$ cat config.mk
export PLATFORM = sky130hd
export DESIGN_NAME = seq_shift_add_mult
export DESIGN_NICKNAME = d
export VERILOG_FILES = /design/src/rtl/seq_shift_add_mult.sv
export SDC_FILE = /design/constraint.sdc
export NUM_CORES = 1
export LEC_CHECK = 0
export BUFFER_PORTS_ARGS = -buffer_cell sky130_fd_sc_hd__buf_2
export CAP_MARGIN = 20
export CORE_MARGIN = 2
export CORE_UTILIZATION = 40
export CTS_CLUSTER_DIAMETER = 100
export DETAILED_ROUTE_END_ITERATION = 12
export GPL_ROUTABILITY_DRIVEN = 0
export HOLD_SLACK_MARGIN = 0.12
export SETUP_SLACK_MARGIN = 0.4
export SYNTH_ARGS = -nofsm -noshare
export SYNTH_HDL_FRONTEND = slang
export SYNTH_HIERARCHICAL = 1
export SYNTH_SLANG_ARGS = --single-unit
$ cat constraint.sdc
create_clock -name clk -period 11.8 [get_ports clk]
set_input_delay 0 -clock clk [delete_from_list [all_inputs] [get_ports clk]]
set_output_delay 0 -clock clk [all_outputs]
set_load 0.005 [all_outputs]
$ cat src/rtl/seq_shift_add_mult.sv
// Sequential unsigned 32x32->64 shift-and-add multiplier built around a 32-bit ripple-carry adder.
// Optional macro ZERO_BYPASS_EN: a zero operand at accept goes straight to DONE with product 0.

module rca_adder32 #(
    parameter int WIDTH = 32
) (
    output logic [WIDTH-1:0] sum,
    output logic             cout,
    input  logic [WIDTH-1:0] x,
    input  logic [WIDTH-1:0] y,
    input  logic             cin
);
    logic [WIDTH:0] w_carry;

    assign w_carry[0] = cin;

    for (genvar gi = 0; gi < WIDTH; gi++) begin : g_bit
        assign sum[gi]       = x[gi] ^ y[gi] ^ w_carry[gi];
        assign w_carry[gi+1] = (x[gi] & y[gi]) | (w_carry[gi] & (x[gi] ^ y[gi]));
    end

    assign cout = w_carry[WIDTH];
endmodule

module seq_shift_add_mult #(
    parameter int WIDTH = 32
) (
    input  logic               clk,
    input  logic               rst_n,
    input  logic               in_valid,
    output logic               in_ready,
    input  logic [WIDTH-1:0]   a,
    input  logic [WIDTH-1:0]   b,
    output logic               out_valid,
    input  logic               out_ready,
    output logic [2*WIDTH-1:0] product,
    output logic [1:0]         o_dbg_state
);
    // Handshakes: a transfer happens on a posedge where valid and ready are both high;
    // in_ready is high only in IDLE, out_valid only in DONE, and product is held until taken.

    typedef enum logic [1:0] {
        IDLE = 2'd0,
        RUN  = 2'd1,
        DONE = 2'd2
    } state_t;

    state_t             r_state;
    state_t             w_next_state;
    logic [5:0]         r_count;
    logic [WIDTH-1:0]   r_mcand;
    logic [WIDTH-1:0]   r_acc_hi;
    logic [WIDTH-1:0]   r_acc_lo;
    logic [2*WIDTH-1:0] r_product;

    logic [WIDTH-1:0]   w_sum;
    logic               w_cout;
    logic [WIDTH-1:0]   w_addend;
    logic [2*WIDTH-1:0] w_shifted;
    logic               w_last_iter;

    assign w_addend    = r_acc_lo[0] ? r_mcand : '0;
    assign w_shifted   = {w_cout, w_sum, r_acc_lo[WIDTH-1:1]};
    assign w_last_iter = (r_count == 6'd31);

    rca_adder32 #(.WIDTH(WIDTH)) u_adder (
        .sum  (w_sum),
        .cout (w_cout),
        .x    (r_acc_hi),
        .y    (w_addend),
        .cin  (1'b0)
    );

    always_ff @(posedge clk) begin
        if (!rst_n) begin
            r_state <= IDLE;
        end else begin
            r_state <= w_next_state;
        end
    end

    always_comb begin
        w_next_state = r_state;
        in_ready     = 1'b0;
        out_valid    = 1'b0;
        case (r_state)
            IDLE: begin
                in_ready = 1'b1;
                if (in_valid) begin
`ifdef ZERO_BYPASS_EN
                    if ((a == '0) || (b == '0)) begin
                        w_next_state = DONE;
                    end else begin
                        w_next_state = RUN;
                    end
`else
                    w_next_state = RUN;
`endif
                end
            end
            RUN: begin
                if (w_last_iter) begin
                    w_next_state = DONE;
                end
            end
            DONE: begin
                out_valid = 1'b1;
                if (out_ready) begin
                    w_next_state = IDLE;
                end
            end
            default: w_next_state = IDLE;
        endcase
    end

    // The carry joins the shifted accumulator so the 33-bit partial sum is never truncated.
    always_ff @(posedge clk) begin
        if (!rst_n) begin
            r_count   <= '0;
            r_mcand   <= '0;
            r_acc_hi  <= '0;
            r_acc_lo  <= '0;
            r_product <= '0;
        end else begin
            case (r_state)
                IDLE: begin
                    if (in_valid) begin
                        r_mcand   <= a;
                        r_acc_hi  <= '0;
                        r_acc_lo  <= b;
                        r_count   <= '0;
                        r_product <= '0;
                    end
                end
                RUN: begin
                    {r_acc_hi, r_acc_lo} <= w_shifted;
                    r_count              <= r_count + 6'd1;
                    if (w_last_iter) begin
                        r_product <= w_shifted;
                    end
                end
                DONE: begin
                    if (out_ready) begin
                        r_product <= '0;
                    end
                end
                default: r_product <= '0;
            endcase
        end
    end

    assign product     = r_product;
    assign o_dbg_state = r_state;
endmodule
==> metrics.yaml <==
insertion_delay_ns: 0.42
p_leak_nw: 3.72
syn_inst: 854
synth_top_area_share: 0.452
post_drt_wl_per_cell_um: 16.2
hpwl_mm: 12.1
cts_buffers: 17
crit_path_max_incr_delay_ns: 0.41
io_buffers: 135
crit_start: "r_mcand[0]"
ir_worst_vdd_mv: 0.251
grt_overflow: 0
syn_area_per_cell_sq_um: 8.72
synth_fp_nets: 955
synth-warning-count: 6
grt_max_degree: 76
hold_viol: 0
dr_total_vias: 6611
clock-sinks: 168
async_reset_ff_frac: 0
grt_pass1_wl_mm: 33.5
reg2reg_slack_ns: -0.23
drtIter0Drc: 419
crit_arrival_ns: 12.38
antenna_found_initial: 1
startpoint_type: "flop"
die_area_sq_mm: 0.0197
synth_top_area_cell: "dfxtp_1"
grt_pass1_vias: 6550
reg2reg_from: "r_mcand[0]"
synth-edff-count: 0
ys.flop_type: "dfxtp_1"
crit_slowest_cell: "fa_1"
drv_slew: 0
drc_errors: 0
synth_cell_types: 33
r2r_end: "product[62]"
fin_crit_sh: 1.02
clk_pin_slew_worst_paths_ns: 0.06
syn_area_sq_mm: 0.00744
path_max_fanout: 2
status: "complete, but fails checks"
worst-path-buf-inv: 4
cts_tree: "built"
path_class: "flop to flop"
die_w_um: 140
required_ns: 12.15
cts_max_path_buffers: 2
area_growth_syn_to_layout_pct: 27.3
end_kind: "flop"
postRouteAntennaNets: 0
drtPass1Iterations: 5
drive_above_1_share: 0.220
die_h_um: 140
viasPerCell: 5.33
period_minus_slack_ns: 12.03
tightest_slew_ns: 0.799
fp-row-count: 49
violations: "negative setup slack"
final_net_count: 1100
h-tree-depth: 4
final_util: 0.524
cpLargestDelayFamily: "adder cells"
postPlaceCellArea_sq_mm: 0.00820
cp-endpoint: "product[62]"
path_common_cell: "fa_2"
io_pins: 136
synth.top_cells.by_count: "dfxtp_1, nand2_1, nor2_1"
skew_ns: 0.0105
wl_mm: 20.1
maxCapViolCount: 0
hp-class: "input port to flop"
worst_slack_ns: -0.225
root_buffer: "clkbuf_16"
yosysSeqAreaShare: 0.452
synth_area_leaders: "dfxtp_1, fa_1, nand2_1"
slew_headroom: 0.467
setup_viol: 3
fmax_mhz: 83.2
grt_setup_unrepaired: "yes"
core-area_sq_mm: 0.0181
pre_cts_slack_ns: -0.184
rr_worst_depth: 39
fin_area_sq_mm: 0.00947
synth.most_common_cell: "dfxtp_1"
setup_tns_ns: -0.445
worstSetupPathDepth: 39
power_density_mw_per_mm2: 200
track_usage: 0.210
initial_core_util: 0.412
yosys_register_bits: 168
worst register-to-register path: cells and delay by family, from the launching register on:
kind | cells | cell delay, ns
compound gates | 1 | 0.14
fa+ha+maj | 32 | 11.02
simple gates | 2 | 0.22
buf+inv | 4 | 0.24
flops | 1 | 0.31
power breakdown:
group	total [mW]	leakage [nW]	switching, mW	internal [mW]
combinational	0.602	2.05	0.439	0.163
sequential	0.720	1.37	0.0652	0.655
clock	0.571	0.303	0.217	0.354
total	1.89	3.72	0.721	1.17
how the worst min path moves through the flow:
stage                          end  startpoint  slack [ns]  cells after the start
finish              o_dbg_state[1]       rst_n        0.17                      3
global route           product[56]       rst_n        0.18                      3
CTS                 o_dbg_state[1]       rst_n        0.13                      3
detailed placement     r_mcand[29]       a[29]        0.25                      3
global placement       r_mcand[29]       a[29]        0.24                      3
floorplan           o_dbg_state[1]   out_ready        0.12                      1
layout make-up:
class,instances,area [sq um]
Timing Repair Buffer,212,1420
Clock buffer,23,488
Sequential cell,168,3360
Antenna cell,1,2.50
Clock inverter,8,119
Fill cell,1713,8610
Multi-Input combinational cell,588,3750
Tap cell,229,287
Inverter,12,46.3
timing repair:
action	4_1_cts	5_1_grt
pin swaps	0	1
gates resized for setup	0	3
hold buffers	65	0
endpoints found under the setup margin	6	8
hold endpoints to repair	65	0
buffers inserted	0	0
per-layer routing:
layer	up-vias	global-route usage	wire [um]
met5	-	0	0
met4	0	0.0627	297
met3	23	0.0479	781
met2	140	0.334	9440
met1	3179	0.286	9570
li1	3269	-	-
placed cells by master, fill, tap and decap left out, drive strengths merged:
master,netlist,routed
a21oi,40,40
a22oi,32,32
a311oi,32,32
a41oi,1,1
and2,32,32
and2b,1,1
buf,38,147
bufinv,0,3
clkbuf,48,23
clkinv,0,6
conb,1,1
dfxtp,168,168
diode,0,1
dlygate4sd3,0,65
fa,32,32
ha,1,1
inv,12,11
nand2,132,132
nand2b,2,2
nand3,68,68
nand3b,1,1
nor2,71,71
nor2b,3,3
nor3,2,2
nor3b,1,1
o211ai,64,64
o21ai,67,67
o311ai,1,1
o32ai,2,2
or2,1,1
or4,1,1
through the flow:
| stage | cells | hold slack [ns] | power (mW) |
|---|---|---|---|
| final | 1241 | 0.165 | 1.89 |
| after global routing | 1241 | 0.180 | 2.01 |
| after CTS | 1240 | 0.127 | 1.91 |
| after detailed placement | 1144 | 0.247 | 1.32 |
| after global placement | 1144 | 0.244 | 1.31 |
| after floorplan | 854 | 0.119 | 1.17 |
sequential cells by signal, indices dropped and copies added, names as in the netlist:
| name | cells |
|---|---|
| r_count | 6 |
| product | 64 |
| o_dbg_state | 2 |
| r_acc_hi | 32 |
| r_acc_lo | 32 |
| r_mcand | 32 |
cell families after synthesis:
family                     share of synthesized area
other                                       0.000504
AOI/OAI and AO/OA                              0.213
and+or+nand+nor                                0.186
adders and majority gates                     0.0877
DFF                                            0.452
buffers and inverters                         0.0612
Note: power is estimated with default switching activity, not from simulation.
